**src/rtl/pc_pkg.sv**
```systemverilog
// Shared definitions for the program-counter unit: op field width and op encodings.
package pc_pkg;

  localparam int OP_W = 3;

  localparam logic [OP_W-1:0] OP_SEQ  = 3'd0;
  localparam logic [OP_W-1:0] OP_JMP  = 3'd1;
  localparam logic [OP_W-1:0] OP_BR   = 3'd2;
  localparam logic [OP_W-1:0] OP_CALL = 3'd3;
  localparam logic [OP_W-1:0] OP_RET  = 3'd4;
  localparam logic [OP_W-1:0] OP_HOLD = 3'd5;

endpackage

```
**src/rtl/pc_unit_return_stack.sv**
```systemverilog
// Hardware return-address stack: strict LIFO with a combinational top-of-stack read.
// The caller never pushes when full or pops when empty.
module return_stack #(
  parameter int WIDTH       = 8,
  parameter int STACK_DEPTH = 4
) (
  input  logic             clk,
  input  logic             RST,
  input  logic             push,
  input  logic             pop,
  input  logic [WIDTH-1:0] din,
  output logic [WIDTH-1:0] dout,
  output logic             full,
  output logic             empty
);

  localparam int PTR_W = $clog2(STACK_DEPTH + 1);
  localparam int IDX_W = (STACK_DEPTH > 1) ? $clog2(STACK_DEPTH) : 1;

  logic [PTR_W-1:0]       sp_reg;
  logic [WIDTH-1:0]       mem [STACK_DEPTH];
  logic [STACK_DEPTH-1:0] entry_we;
  logic [IDX_W-1:0]       top_idx;

  // One write enable per entry; the pointer selects which slot the push lands in.
  genvar gi;
  generate
    for (gi = 0; gi < STACK_DEPTH; gi++) begin : g_entry_we
      assign entry_we[gi] = push && (sp_reg == PTR_W'(gi));
    end
  endgenerate

  always_ff @(posedge clk) begin
    for (int i = 0; i < STACK_DEPTH; i++) begin
      if (entry_we[i]) begin
        mem[i] <= din;
      end
    end
  end

  always_ff @(posedge clk) begin
    if (RST) begin
      sp_reg <= '0;
    end else if (push) begin
      sp_reg <= sp_reg + 1'b1;
    end else if (pop) begin
      sp_reg <= sp_reg - 1'b1;
    end
  end

  // When empty the index wraps; dout is then unused by the caller.
  assign top_idx = IDX_W'(sp_reg - 1'b1);
  assign dout    = mem[top_idx];
  assign full    = (sp_reg == PTR_W'(STACK_DEPTH));
  assign empty   = (sp_reg == '0);

endmodule

```
**src/rtl/pc_unit.sv**
```systemverilog
// Program counter with increment, jump, relative branch, call/return via a hardware
// return stack, and stall. pc_next is the value pc_out takes at the next edge.
module pc_unit
  import pc_pkg::*;
#(
  parameter int WIDTH        = 8,
  parameter int STACK_DEPTH  = 4,
  parameter int RESET_VECTOR = 0,
  parameter int INC_STEP     = 1
) (
  input  logic             clk,
  input  logic             RST,
  input  logic             stall,
  input  logic [OP_W-1:0]  op,
  input  logic [WIDTH-1:0] target,
  input  logic [WIDTH-1:0] offset,
  output logic [WIDTH-1:0] pc_out,
  output logic [WIDTH-1:0] pc_next,
  output logic             stack_full,
  output logic             stack_empty,
  output logic             stack_err
);

  logic [WIDTH-1:0] pc_reg;
  logic             stack_err_reg;
  logic [WIDTH-1:0] seq_addr;
  logic [WIDTH-1:0] ret_addr;
  logic             push;
  logic             pop;
  logic             err_set;
  logic             active;

  assign seq_addr = pc_reg + WIDTH'(INC_STEP);
  assign active   = !RST && !stall;

  return_stack #(
    .WIDTH       (WIDTH),
    .STACK_DEPTH (STACK_DEPTH)
  ) u_return_stack (
    .clk   (clk),
    .RST   (RST),
    .push  (push),
    .pop   (pop),
    .din   (seq_addr),
    .dout  (ret_addr),
    .full  (stack_full),
    .empty (stack_empty)
  );

  // offset is already WIDTH bits wide, so two's-complement addition is the sign-extended branch.
  always_comb begin
    pc_next = pc_reg;
    if (RST) begin
      pc_next = WIDTH'(RESET_VECTOR);
    end else if (!stall) begin
      case (op)
        OP_SEQ:  pc_next = seq_addr;
        OP_JMP:  pc_next = target;
        OP_BR:   pc_next = pc_reg + offset;
        OP_CALL: pc_next = target;
        OP_RET:  pc_next = stack_empty ? seq_addr : ret_addr;
        default: pc_next = pc_reg;
      endcase
    end
  end

  // Overflowing calls still jump but drop the return address; underflowing returns fall through.
  always_comb begin
    push    = active && (op == OP_CALL) && !stack_full;
    pop     = active && (op == OP_RET) && !stack_empty;
    err_set = active && (((op == OP_CALL) && stack_full) || ((op == OP_RET) && stack_empty));
  end

  always_ff @(posedge clk) begin
    if (RST) begin
      pc_reg        <= WIDTH'(RESET_VECTOR);
      stack_err_reg <= 1'b0;
    end else begin
      pc_reg <= pc_next;
      if (err_set) begin
        stack_err_reg <= 1'b1;
      end
    end
  end

  assign pc_out    = pc_reg;
  assign stack_err = stack_err_reg;

endmodule

```
**config.mk**
```make
export PLATFORM = sky130hd
export DESIGN_NAME = pc_unit
export DESIGN_NICKNAME = d
export VERILOG_FILES = /design/src/rtl/pc_pkg.sv /design/src/rtl/pc_unit_return_stack.sv /design/src/rtl/pc_unit.sv
export SDC_FILE = /design/constraint.sdc
export NUM_CORES = 1
export LEC_CHECK = 0
export ABC_CLOCK_PERIOD_IN_PS = 3300
export BUFFER_PORTS_ARGS = -buffer_cell sky130_fd_sc_hd__buf_2
export CORE_MARGIN = 2
export CORE_UTILIZATION = 60
export CTS_BUF_LIST = sky130_fd_sc_hd__clkbuf_16
export DETAILED_ROUTE_END_ITERATION = 8
export PLACE_DENSITY = 0.88
export RECOVER_POWER = 25
export SYNTH_ARGS = -nofsm -noshare
export SYNTH_HDL_FRONTEND = slang
export SYNTH_SLANG_ARGS = --single-unit
export TNS_END_PERCENT = 30
```
**constraint.sdc**
```tcl
create_clock -name clk -period 3.3 [get_ports clk]
set_input_delay 0.165 -clock clk [delete_from_list [all_inputs] [get_ports clk]]
set_output_delay 0.165 -clock clk [all_outputs]
set_load 0.01 [all_outputs]
```
==> results of run 1 <==
area by class of cell:
| type | instances | area, um2 |
|---|---|---|
| Clock buffer | 5 | 125 |
| Clock inverter | 3 | 46.3 |
| Fill cell | 276 | 1110 |
| Inverter | 6 | 22.5 |
| Multi-Input combinational cell | 152 | 1220 |
| Sequential cell | 44 | 1200 |
| Tap cell | 50 | 62.6 |
| Timing Repair Buffer | 43 | 211 |
metal layers:
metal  vias to the layer above  GRT usage  wire [um]
met3                         8     0.0519        403
met5                         -          0          0
met2                        92      0.435       2800
met1                       924      0.397       2530
li1                        921          -          -
met4                         0     0.0600         67
cells by family after synthesis:
logic type | count (synthesis)
xor gates and xnor gates | 9
muxes | 8
DFF | 44
buffers and inverters | 16
adders and majority gates | 15
AOI/OAI and AO/OA | 64
and+or+nand+nor | 56
power by group:
part	switching (W)	internal [W]
sequential	0.0000154	0.000607
clock	0.000212	0.000360
combinational	0.000111	0.0000749
stage by stage:
step	utilization	power, W	cell area, um2
6_report	0.723	0.00138	2890
5_1_grt	0.723	0.00143	2890
4_1_cts	0.726	0.00138	2900
3_5_place_dp	0.683	0.000817	2730
3_3_place_gp	0.683	0.000813	2730
2_1_floorplan	-	0.000755	2500
final timing paths:
| kind | slack, ns | cells past startpoint | to | startpoint |
|---|---|---|---|---|
| min reg2reg | 0.47 | 2 | stack_err | stack_err |
| min | 0.28 | 2 | stack_err | RST |
| max | 0.61 | 8 | pc_next[6] | pc_out[0] |
| max reg2reg | 1.14 | 7 | pc_out[6] | pc_out[0] |
Yosys cell counts (4+ instances only):
library cell	instances	area, um2
sky130_fd_sc_hd__a211oi_1	11	82.6
sky130_fd_sc_hd__inv_1	6	22.5
sky130_fd_sc_hd__edfxtp_1	32	961
sky130_fd_sc_hd__xnor2_1	4	35.0
sky130_fd_sc_hd__dfxtp_1	12	240
sky130_fd_sc_hd__nor3_1	4	20.0
sky130_fd_sc_hd__a221oi_1	6	52.6
sky130_fd_sc_hd__ha_1	14	175
sky130_fd_sc_hd__a311oi_1	6	52.6
sky130_fd_sc_hd__nor2_1	18	67.6
sky130_fd_sc_hd__nand3_1	4	20.0
sky130_fd_sc_hd__buf_2	4	20.0
sky130_fd_sc_hd__a21oi_1	8	40.0
sky130_fd_sc_hd__clkbuf_1	4	15.0
sky130_fd_sc_hd__o21ai_0	6	30.0
sky130_fd_sc_hd__mux4_2	8	180
sky130_fd_sc_hd__o22ai_1	4	25.0
sky130_fd_sc_hd__nand2_1	12	45.0
sky130_fd_sc_hd__xor2_1	5	43.8
worst max-delay path: cells and delay by family (launching register included):
kind                       cells  cell delay (ns)
AOI/OAI and AO/OA              5             1.02
adders and majority gates      2             0.68
buffers and inverters          1             0.17
DFF                            1             0.37
==> PnR_summary.wiki, run 1 <==
{| class="wikitable"
! Metric !! Value
|-
| Adder and majority gate portion of the synthesized area || 0.0782
|-
| Via count of the first global-routing pass || 1753
|-
| Final worst-path cycle share || 0.815
|-
| Global routing usage summed across all routing layers || 0.275
|-
| Period minus WS final || 2.69 ns
|-
| CTS root buffer || sky130_fd_sc_hd__clkbuf_16
|-
| Synthesized-area fraction occupied by xor and xnor cells || 0.0316
|-
| Most frequently used flop master after synthesis || sky130_fd_sc_hd__edfxtp_1
|-
| Result of the run || finished clean
|-
| Proportion of layout cells with a drive suffix above 1 || 0.221
|-
| Final net count || 289
|-
| Number of placed instances with taps included || 295
|-
| GPL Wtd Cong || 0.787
|-
| Antenna violation net count after detailed routing || 0
|-
| CP endpoint kind || primary output
|-
| Number of enable flip-flop cells after synthesis || 32
|-
| Core area || 4000 um2
|-
| # Max-Cap Violations || 0
|-
| Most frequent cells in the layout || sky130_fd_sc_hd__edfxtp_1, sky130_fd_sc_hd__buf_2, sky130_fd_sc_hd__nor2_1, sky130_fd_sc_hd__ha_1
|-
| Final setup viols || 0
|-
| Synth Area per Inst || 11.8 um2
|-
| Register area share after synthesis || 0.481
|-
| Min-delay worst type || in2reg
|-
| Hold Fails Final Rpt || 0
|-
| Half-perimeter wire length of the detailed placement result || 4170 um
|-
| First-pass GRT wire length || 9160 um
|-
| Final worst-path setup slack || 0.611 ns
|-
| Maximum resistive drop on vdd || 0.000328 V
|-
| Main combinational cell family by area after synthesis || compound AO/OA/AOI/OAI gates
|-
| Setup repair after global routing missed its margin || false
|-
| Synthesized instance count || 212
|-
| Die height || 68.5 um
|-
| Number of levels the H-tree was split into || 2
|-
| Clock latency at the later pin of the worst-skew pair || 0.29 ns
|-
| Cell-by-cell trace of the critical path || ha_1 > fa_1 > a211oi_1 > o21bai_1 > a21oi_1 > a32oi_1 > a211oi_1 > buf_2
|-
| Required time at the worst-slack endpoint || 3.13 ns
|-
| Compound-cell area share of the yosys netlist || 0.192
|-
| Largest net degree at the start of global routing || 23
|-
| Effective utilization at floorplan || 0.624
|-
| Count of state elements after synthesis || 44
|-
| Maximum clock insertion buffer count || 2
|-
| Arrival time at the worst endpoint || 2.52 ns
|-
| Clock slew seen by the registers of the worst setup and hold paths || 0.06 ns
|-
| Number of non-filler instances in the completed layout || 303
|-
| Buffers on Ports || 40
|-
| Net Count, Synth || 249
|-
| DRC violation total after the first TritonRoute iteration || 150
|-
| Routed len/inst || 19.1 um
|-
| Worst-path fanout max || 7
|-
| TritonCTS clock tree || yes
|-
| Die width || 68.5 um
|-
| Antenna diode count || 0
|-
| Worst slack after detailed placement || 0.984 ns
|-
| Setup Total Neg Slack || 0 ns
|-
| Highest attainable clock frequency || 372 MHz
|-
| Slew at the pin closest to its max-slew limit || 0.860 ns
|-
| Mapped Area || 2500 um2
|-
| Classification of the worst setup path || reg2out
|-
| Warning count from the yosys run || 0
|-
| Total leakage power || 1.05 nW
|-
| Async set-reset flop share out of synthesis || 0
|-
| Most numerous cell on the critical path || sky130_fd_sc_hd__a211oi_1
|-
| Count of unresolved DRC violations after routing || 0
|-
| Count of boundary I/O pins || 41
|-
| Post-CTS Hold Buffers || 0
|-
| DR vias/cell || 6.42
|-
| Core Rows || 23
|-
| Post-synthesis share of cell area spent on and, or, nand and nor gates || 0.116
|-
| Layout overhead on the synthesized area || 15.8%
|-
| Share of cell area taken by muxes after synthesis || 0.0721
|-
| Clock net sink count || 44
|-
| Initial antenna violation count || 0
|-
| Die Area || 4690 um2
|-
| Via Count || 1945
|-
| Number of resized instances in the post-cts repair step || 0
|-
| Power per cell area || 477 nW/um2
|-
| Distinct cell type count of the synthesized netlist || 47
|-
| Number of buffers added for setup after CTS || 0
|-
| Max_slew headroom || 0.425
|-
| Max stage delay cell, worst path || sky130_fd_sc_hd__fa_1
|-
| Most common cell after layout, fill and taps aside || sky130_fd_sc_hd__edfxtp_1
|-
| Number of flip-flops in the largest register || 32
|-
| Detailed-router iteration count before antenna repair || 4
|-
| Num CTS Buffers || 5
|-
| Maximum cell stage delay along the critical path || 0.43 ns
|-
| Post-Route WL || 5800 um
|-
| Hold Slack || 0.277 ns
|-
| Remaining Overflow, GRT || 0
|-
| Count of pins over their slew limit || 0
|-
| Nature of the critical path startpoint || flip-flop
|-
| Worst clock skew || 0.00709 ns
|}
(Power assumes the default switching activity.)
==> run 2: changes to the inputs <==
--- a/config.mk
+++ b/config.mk
@@ -5,13 +5,14 @@
 export SDC_FILE = /design/constraint.sdc
 export NUM_CORES = 1
 export LEC_CHECK = 0
-export ABC_CLOCK_PERIOD_IN_PS = 3300
+export ABC_AREA = 1
+export ABC_CLOCK_PERIOD_IN_PS = 2300
 export BUFFER_PORTS_ARGS = -buffer_cell sky130_fd_sc_hd__buf_2
 export CORE_MARGIN = 2
-export CORE_UTILIZATION = 60
+export CORE_UTILIZATION = 51
 export CTS_BUF_LIST = sky130_fd_sc_hd__clkbuf_16
 export DETAILED_ROUTE_END_ITERATION = 8
-export PLACE_DENSITY = 0.88
+export PLACE_DENSITY = 0.8
 export RECOVER_POWER = 25
 export SYNTH_ARGS = -nofsm -noshare
 export SYNTH_HDL_FRONTEND = slang
==> constraint.sdc (replaced) <==
create_clock -name clk -period 2.3 [get_ports clk]
set_input_delay 0.115 -clock clk [delete_from_list [all_inputs] [get_ports clk]]
set_output_delay 0.115 -clock clk [all_outputs]
set_load 0.01 [all_outputs]
==> run 2 against run 1 <==
  * Synthesized cell count rose by 53%
  * Sequential share of layout area fell by 3.2 points
  * Setup slack got worse by 0.46 ns
  * Via count rose by 20%
  * Die area rose by 22%
  * Sequential cell count did not move
  * Global-route usage fell by 4.7 points
  * Clock power rose by 43%
  * Combinational power rose by 53%
  * Core utilization fell by 10 points
  * Cell area rose by 8.5%
==> PnR_summary.wiki, run 2 <==
{| class="wikitable"
! Metric !! Value
|-
| Post-CTS Hold Buffers || 0 (unchanged)
|-
| Final net count || 416 (+44%)
|-
| Final setup viols || 0 (unchanged)
|-
| Die Area || 5730 um2 (+22%)
|-
| Classification of the worst setup path || reg2out
|-
| Via count of the first global-routing pass || 2077 (+18%)
|-
| DRC violation total after the first TritonRoute iteration || 202 (+35%)
|-
| Worst flop-to-flop path startpoint || u_return_stack.sp_reg[1]
|-
| Num CTS Buffers || 5 (unchanged)
|-
| Async set-reset flop share out of synthesis || 0 (unchanged)
|-
| Highest attainable clock frequency || 465 MHz
|-
| Adder and majority gate portion of the synthesized area || 0.0744 (-0.00376)
|-
| Min-delay worst type || in2reg
|-
| Initial antenna violation count || 0 (unchanged)
|-
| Count of pins over their slew limit || 0 (unchanged)
|-
| Mapped Area || 2620 um2 (+5.1%)
|-
| Number of flip-flops in the largest register || 32 (unchanged)
|-
| Synth Area per Inst || 8.07 um2 (-31%)
|-
| Hold Fails Final Rpt || 0 (unchanged)
|-
| GPL Wtd Cong || 0.790 (+0.42%)
|-
| Count of unresolved DRC violations after routing || 0 (unchanged)
|-
| Clock slew seen by the registers of the worst setup and hold paths || 0.06 ns (about the same)
|-
| Buffers on Ports || 40 (unchanged)
|-
| Power per cell area || 636 nW/um2 (+33%)
|-
| Post-route total power || 0.00200 W (+45%)
|-
| Result of the run || finished clean
|-
| Register area share after synthesis || 0.458 (-0.0232)
|-
| Core area || 5040 um2 (+26%)
|-
| Remaining Overflow, GRT || 0 (unchanged)
|-
| # Max-Cap Violations || 0 (unchanged)
|-
| Net Count, Synth || 362 (+45%)
|-
| Global routing usage summed across all routing layers || 0.228 (-0.0473)
|-
| Effective utilization at floorplan || 0.520 (-0.104)
|-
| Largest net degree at the start of global routing || 20 (-13%)
|-
| Compound-cell area share of the yosys netlist || 0.0916 (-0.101)
|-
| Count of state elements after synthesis || 44 (unchanged)
|-
| Destination of the worst register-to-register timing path || pc_out[7]
|-
| Worst clock skew || 0.00290 ns (-0.00420 ns)
|-
| Antenna violation net count after detailed routing || 0 (unchanged)
|-
| Post-Route WL || 6350 um (+9.4%)
|-
| Warning count from the yosys run || 0 (unchanged)
|-
| Final worst-path cycle share || 0.935
|-
| Worst-path fanout max || 11 (+4)
|-
| Leading cell type by number of instances after synthesis || sky130_fd_sc_hd__nand2_1
|-
| Number of cells traversed by the worst register-to-register path || 9 (+2)
|-
| Half-perimeter wire length of the detailed placement result || 4540 um (+9.1%)
|-
| Antenna diode count || 0 (unchanged)
|-
| Capture point of the worst path || pc_next[2]
|-
| Nature of the critical path startpoint || flip-flop
|-
| Synthesized-area fraction occupied by xor and xnor cells || 0.0167 (-0.0149)
|-
| Synthesized instance count || 325 (+53%)
|-
| Required time at the worst-slack endpoint || 2.18 ns (-0.95 ns)
|-
| TritonCTS clock tree || yes
|-
| Clock net sink count || 44 (unchanged)
|-
| Core Rows || 26 (+13%)
|-
| FF-to-FF setup slack || 0.59 ns (-0.55 ns)
|-
| Post-synthesis share of cell area spent on and, or, nand and nor gates || 0.283 (+0.168)
|-
| Die height || 75.7 um (+11%)
|-
| CP endpoint kind || primary output
|-
| Main combinational cell family by area after synthesis || simple AND/OR/NAND/NOR gates
|-
| Count of boundary I/O pins || 41 (unchanged)
|-
| Most common cell after layout, fill and taps aside || sky130_fd_sc_hd__nand2_1
|-
| First-pass GRT wire length || 9520 um (+4.0%)
|-
| Hold path startpoint || RST
|-
| Max_slew headroom || 0.737 (+0.312)
|-
| Cell area after placement || 2940 um2 (+7.6%)
|-
| CTS root buffer || sky130_fd_sc_hd__clkbuf_16
|-
| Proportion of layout cells with a drive suffix above 1 || 0.195 (-0.0266)
|-
| Top cells by count, synth || sky130_fd_sc_hd__nand2_1, sky130_fd_sc_hd__nor2_1, sky130_fd_sc_hd__inv_1, sky130_fd_sc_hd__nand3_1, sky130_fd_sc_hd__edfxtp_1
|-
| Clock latency at the later pin of the worst-skew pair || 0.29 ns (about the same)
|-
| Distinct cell type count of the synthesized netlist || 29 (-38%)
|-
| Number of enable flip-flop cells after synthesis || 32 (unchanged)
|-
| Maximum clock insertion buffer count || 2 (unchanged)
|-
| Top cell type by total area after synthesis || sky130_fd_sc_hd__edfxtp_1
|-
| Layout overhead on the synthesized area || 19.6%
|-
| Setup Total Neg Slack || 0 ns (unchanged)
|-
| Maximum resistive drop on vdd || 0.000481 V (+46%)
|-
| Met3 wire length || 467 um (+16%)
|-
| Synth area leaders || sky130_fd_sc_hd__edfxtp_1, sky130_fd_sc_hd__nand2_1, sky130_fd_sc_hd__dfxtp_1
|-
| Share of cell area taken by muxes after synthesis || 0 (-0.0721)
|-
| Via Count || 2338 (+20%)
|-
| Arrival time at the worst endpoint || 2.04 ns (-0.48 ns)
|-
| Detailed-routed wire length on met2 || 3000 um (+7.2%)
|-
| Die width || 75.7 um (+11%)
|-
| Setup repair after global routing missed its margin || false
|-
| Routed len/inst || 14.1 um (-26%)
|-
| Slew at the pin closest to its max-slew limit || 0.392 ns (-0.468 ns)
|-
| Final standard cell area without fillers || 3140 um2 (+8.5%)
|-
| Critical path startpoint || u_return_stack.sp_reg[1]
|-
| Met1 Wirelength || 2810 um (+11%)
|-
| Core occupancy in the finished layout || 0.623 (-0.101)
|-
| Top layer used by detailed routing || met4
|-
| DR vias/cell || 5.20 (-19%)
|-
| Most frequently used flop master after synthesis || sky130_fd_sc_hd__edfxtp_1
|-
| Period minus WS final || 2.15 ns
|-
| Fraction of synthesized cell area taken by the top area cell type || 0.366 (-0.0185)
|-
| Detailed-router iteration count before antenna repair || 5 (+1)
|-
| Most frequent cells in the layout || sky130_fd_sc_hd__nand2_1, sky130_fd_sc_hd__nor2_1, sky130_fd_sc_hd__inv_1, sky130_fd_sc_hd__nand3_1
|-
| Number of levels the H-tree was split into || 2 (unchanged)
|-
| Total leakage power || 1.47 nW (+40%)
|-
| Hold Slack || 0.133 ns (-0.144 ns)
|}
==> run 2: where the power goes <==
group	switching, W	total [W]	internal, W
clock network	0.000304	0.000819	0.000516
logic	0.000181	0.000284	0.000103
registers	0.0000218	0.000893	0.000871
==> run 2: routing by layer <==
metal | up-vias | GRT usage
met1 | 1056 | 0.311
met3 | 10 | 0.0516
li1 | 1170 | -
met2 | 102 | 0.373
met5 | - | 0
met4 | 0 | 0.0487
==> run 2: worst min path at each step <==
| stage | end | slack [ns] | cells past startpoint |
|---|---|---|---|
| 2_1_floorplan | u_return_stack.sp_reg[2] | 0.18 | 1 |
| 3_3_place_gp | u_return_stack.sp_reg[2] | 0.41 | 2 |
| 3_5_place_dp | u_return_stack.sp_reg[2] | 0.43 | 2 |
| 4_1_cts | u_return_stack.sp_reg[2] | 0.12 | 2 |
| 5_1_grt | u_return_stack.sp_reg[2] | 0.13 | 2 |
| 6_report | u_return_stack.sp_reg[2] | 0.13 | 2 |
==> run 2: timing repair <==
item	CTS	global route
gates resized for setup	0	6
endpoints found under the setup margin	0	5
setup buffers	0	3
==> run 2: layout make-up <==
| type | instances | area (um2) |
|---|---|---|
| clock buffers | 5 | 125 |
| fillers | 420 | 1900 |
| clock inverters | 3 | 46.3 |
| repair buffers | 50 | 265 |
| flip-flops and latches | 44 | 1200 |
| multi-input cells | 231 | 1230 |
| inverters | 46 | 179 |
| well taps | 70 | 87.6 |
| repair inverters | 1 | 5.00 |
==> run 2: worst max-delay path: stages, from the launching register on <==
cell and delay [ns]:
sky130_fd_sc_hd__dfxtp_2 0.36, sky130_fd_sc_hd__inv_1 0.08, sky130_fd_sc_hd__ha_2 0.39, sky130_fd_sc_hd__buf_4 0.20
sky130_fd_sc_hd__o21ai_0 0.11, sky130_fd_sc_hd__o21ai_1 0.21, sky130_fd_sc_hd__nand2_1 0.07, sky130_fd_sc_hd__nand3_1 0.07
sky130_fd_sc_hd__nand2_1 0.08, sky130_fd_sc_hd__inv_1 0.06, sky130_fd_sc_hd__buf_2 0.11
==> run 2: kinds of logic (layout without fill, tap and decap cells) <==
family | after synthesis | count (layout)
compound gates | 44 | 44
xor+xnor | 5 | 5
fa+ha+maj | 15 | 15
buf+inv | 50 | 105
flops | 44 | 44
simple gates | 167 | 167
==> run 2: through the flow <==
stage	worst slack (ns)	cells
floorplan	0.351	325
global placement	0.512	438
detailed placement	0.433	438
CTS	0.0486	446
global route	0.0131	450
finish	0.150	450
==> run 3: changes to the inputs <==
--- a/config.mk
+++ b/config.mk
@@ -6,13 +6,13 @@
 export NUM_CORES = 1
 export LEC_CHECK = 0
 export ABC_AREA = 1
-export ABC_CLOCK_PERIOD_IN_PS = 2300
+export ABC_CLOCK_PERIOD_IN_PS = 2700
 export BUFFER_PORTS_ARGS = -buffer_cell sky130_fd_sc_hd__buf_2
 export CORE_MARGIN = 2
-export CORE_UTILIZATION = 51
+export CORE_UTILIZATION = 61
 export CTS_BUF_LIST = sky130_fd_sc_hd__clkbuf_16
 export DETAILED_ROUTE_END_ITERATION = 8
-export PLACE_DENSITY = 0.8
+export PLACE_DENSITY = 0.89
 export RECOVER_POWER = 25
 export SYNTH_ARGS = -nofsm -noshare
 export SYNTH_HDL_FRONTEND = slang
==> constraint.sdc (replaced) <==
create_clock -name clk -period 2.7 [get_ports clk]
set_input_delay 0.135 -clock clk [delete_from_list [all_inputs] [get_ports clk]]
set_output_delay 0.135 -clock clk [all_outputs]
set_load 0.01 [all_outputs]
==> run 3 against run 2 <==
  * Clock skew grew 0.0056 ns
  * Critical path depth shrank 1
  * Core utilization grew 13 points
  * First-iteration DRC count shrank 5.0%
  * Global-route usage grew 4.9 points
  * Clock power shrank 17%
  * Cell area shrank 2.7%
  * Largest power group unchanged
==> PnR_summary.wiki, run 3 (same netlist as run 2, synthesis figures left out) <==
{| class="wikitable"
! Metric !! Value
|-
| Core occupancy in the finished layout || 0.753 (+0.130)
|-
| Clock slew seen by the registers of the worst setup and hold paths || 0.07 ns (about the same)
|-
| Via Count || 2394 (+2.4%)
|-
| Post-Route WL || 6310 um (-0.63%)
|-
| Maximum resistive drop on vdd || 0.000494 V (+2.8%)
|-
| Number of resized instances in the post-cts repair step || 0 (unchanged)
|-
| Buffers on Ports || 40 (unchanged)
|-
| Setup Total Neg Slack || 0 ns (unchanged)
|-
| GPL Wtd Cong || 0.920 (+17%)
|-
| Min-delay worst type || in2reg
|-
| Period minus WS final || 2.29 ns
|-
| Maximum clock insertion buffer count || 2 (unchanged)
|-
| Via count of the first global-routing pass || 2246 (+8.1%)
|-
| Proportion of layout cells with a drive suffix above 1 || 0.163 (-0.0316)
|-
| Most common cell after layout, fill and taps aside || sky130_fd_sc_hd__nand2_1
|-
| Nature of the critical path startpoint || flip-flop
|-
| Number of cells traversed by the worst register-to-register path || 9 (unchanged)
|-
| Remaining Overflow, GRT || 0 (unchanged)
|-
| Antenna violation net count after detailed routing || 0 (unchanged)
|-
| Largest net degree at the start of global routing || 20 (unchanged)
|-
| Final net count || 410 (-1.4%)
|-
| Highest attainable clock frequency || 437 MHz
|-
| Required time at the worst-slack endpoint || 2.57 ns (+0.39 ns)
|-
| Slew at the pin closest to its max-slew limit || 0.817 ns (+0.424 ns)
|-
| Post-CTS Hold Buffers || 0 (unchanged)
|-
| Initial antenna violation count || 0 (unchanged)
|-
| Hold Fails Final Rpt || 0 (unchanged)
|-
| Final worst-path cycle share || 0.847
|-
| Number of buffers added for setup after CTS || 0 (unchanged)
|-
| TritonCTS clock tree || yes
|-
| Die width || 69.6 um (-8.1%)
|-
| Worst-path fanout max || 5 (-6)
|-
| Number of flip-flops in the largest register || 32 (unchanged)
|-
| Power per cell area || 550 nW/um2 (-14%)
|-
| Clock latency at the later pin of the worst-skew pair || 0.29 ns (about the same)
|-
| Most frequent cells in the layout || sky130_fd_sc_hd__nand2_1, sky130_fd_sc_hd__nor2_1, sky130_fd_sc_hd__inv_1, sky130_fd_sc_hd__nand3_1, sky130_fd_sc_hd__edfxtp_1
|-
| Routed len/inst || 14.9 um (+5.5%)
|-
| Setup repair after global routing missed its margin || false
|-
| Core area || 4060 um2 (-20%)
|-
| Detailed-router iteration count before antenna repair || 6 (+1)
|-
| Number of inserted filler cells in the final layout || 307 (-27%)
|-
| DRC violation total after the first TritonRoute iteration || 192 (-5.0%)
|-
| Count of boundary I/O pins || 41 (unchanged)
|-
| Result of the run || finished clean
|-
| Hold path startpoint || RST
|-
| Number of levels the H-tree was split into || 2 (unchanged)
|-
| Destination of the worst register-to-register timing path || pc_out[7]
|-
| Num CTS Buffers || 5 (unchanged)
|-
| Count of unresolved DRC violations after routing || 0 (unchanged)
|-
| Half-perimeter wire length of the detailed placement result || 4530 um (-0.27%)
|-
| Hold Path Depth || 2 (unchanged)
|-
| Core Rows || 23 (-12%)
|-
| Classification of the worst setup path || reg2out
|-
| Cell area after placement || 2900 um2 (-1.4%)
|-
| Global routing usage summed across all routing layers || 0.277 (+0.0490)
|-
| DR vias/cell || 5.65 (+8.7%)
|-
| Final setup viols || 0 (unchanged)
|-
| Max_slew headroom || 0.454 (-0.283)
|-
| # Max-Cap Violations || 0 (unchanged)
|-
| End of the worst hold path || stack_err
|-
| CP endpoint kind || primary output
|-
| Effective utilization at floorplan || 0.647 (+0.126)
|-
| Final standard cell area without fillers || 3060 um2 (-2.7%)
|-
| Die height || 69.6 um (-8.1%)
|-
| Antenna diode count || 0 (unchanged)
|-
| Arrival time at the worst endpoint || 2.15 ns (+0.11 ns)
|-
| Die Area || 4840 um2 (-16%)
|-
| Total leakage power || 1.45 nW (-1.6%)
|-
| Layout overhead on the synthesized area || 16.5%
|-
| Worst clock skew || 0.00845 ns (+0.00556 ns)
|-
| CTS root buffer || sky130_fd_sc_hd__clkbuf_16
|-
| Worst flop-to-flop path startpoint || u_return_stack.sp_reg[0]
|-
| First-pass GRT wire length || 10400 um (+9.1%)
|-
| Clock net sink count || 44 (unchanged)
|-
| FF-to-FF setup slack || 0.88 ns (+0.29 ns)
|-
| Count of pins over their slew limit || 0 (unchanged)
|}
-- run 3: cell types whose count changed in the layout (fill, tap and decap cells not counted), sizes merged --
cell	previous run	this run
inv	46	45
clkinv	0	3
clkbuf	13	14
clkinvlp	3	0
buf	42	36
-- run 3: cell type report --
type	instances	area [um2]	area share
clock buffer	5	125	0.0410
tap	50	62.6	0.0205
sequential	44	1200	0.393
clock inverter	3	42.5	0.0139
inverter	46	175	0.0573
multi-input combinational	231	1220	0.400
timing repair buffer	45	226	0.0741
-- run 3: worst max-delay path, stage by stage (launching register included) --
cell and delay (ns):
sky130_fd_sc_hd__dfxtp_1 0.36, sky130_fd_sc_hd__ha_1 0.24, sky130_fd_sc_hd__fa_1 0.47, sky130_fd_sc_hd__nand2_1 0.10
sky130_fd_sc_hd__nand3_1 0.09, sky130_fd_sc_hd__o21ai_0 0.19, sky130_fd_sc_hd__nor2_1 0.06, sky130_fd_sc_hd__nor2_1 0.13
sky130_fd_sc_hd__nor2_1 0.06, sky130_fd_sc_hd__buf_2 0.14
-- run 3: worst max-delay path by stage --
stage | slack, ns | cells after the start | to | startpoint
6_report | 0.41 | 9 | pc_next[4] | pc_out[0]
3_3_place_gp | 0.84 | 9 | pc_next[1] | u_return_stack.sp_reg[0]
2_1_floorplan | 0.75 | 7 | u_return_stack.mem[3][0] | u_return_stack.sp_reg[0]
3_5_place_dp | 0.74 | 10 | pc_next[7] | u_return_stack.sp_reg[0]
5_1_grt | 0.26 | 9 | pc_next[6] | u_return_stack.sp_reg[0]
4_1_cts | 0.44 | 10 | pc_next[7] | u_return_stack.sp_reg[0]
-- run 3: metal layers --
metal  vias to the layer above  routed length [um]  GRT usage
li1                       1162                   -          -
met1                      1086                2560      0.336
met2                       128                3150      0.478
met3                        18                 425     0.0610
met4                         0                 175      0.109
met5                         -                   0          0
-- run 3: where the power goes --
part | leakage (nW) | internal (W) | total, W | switching, W
registers | 0.390 | 0.000742 | 0.000761 | 0.0000189
clock network | 0.0814 | 0.000434 | 0.000682 | 0.000247
logic | 0.978 | 0.0000835 | 0.000238 | 0.000154
-- run 3: metrics by stage --
step	total power (W)	instances	worst slack, ns	hold WS (ns)
4_1_cts	0.00168	424	0.435	0.130
3_3_place_gp	0.000997	416	0.845	0.392
2_1_floorplan	0.000926	325	0.751	0.197
3_5_place_dp	0.00101	416	0.745	0.404
5_1_grt	0.00174	424	0.259	0.134
6_report	0.00168	424	0.413	0.126
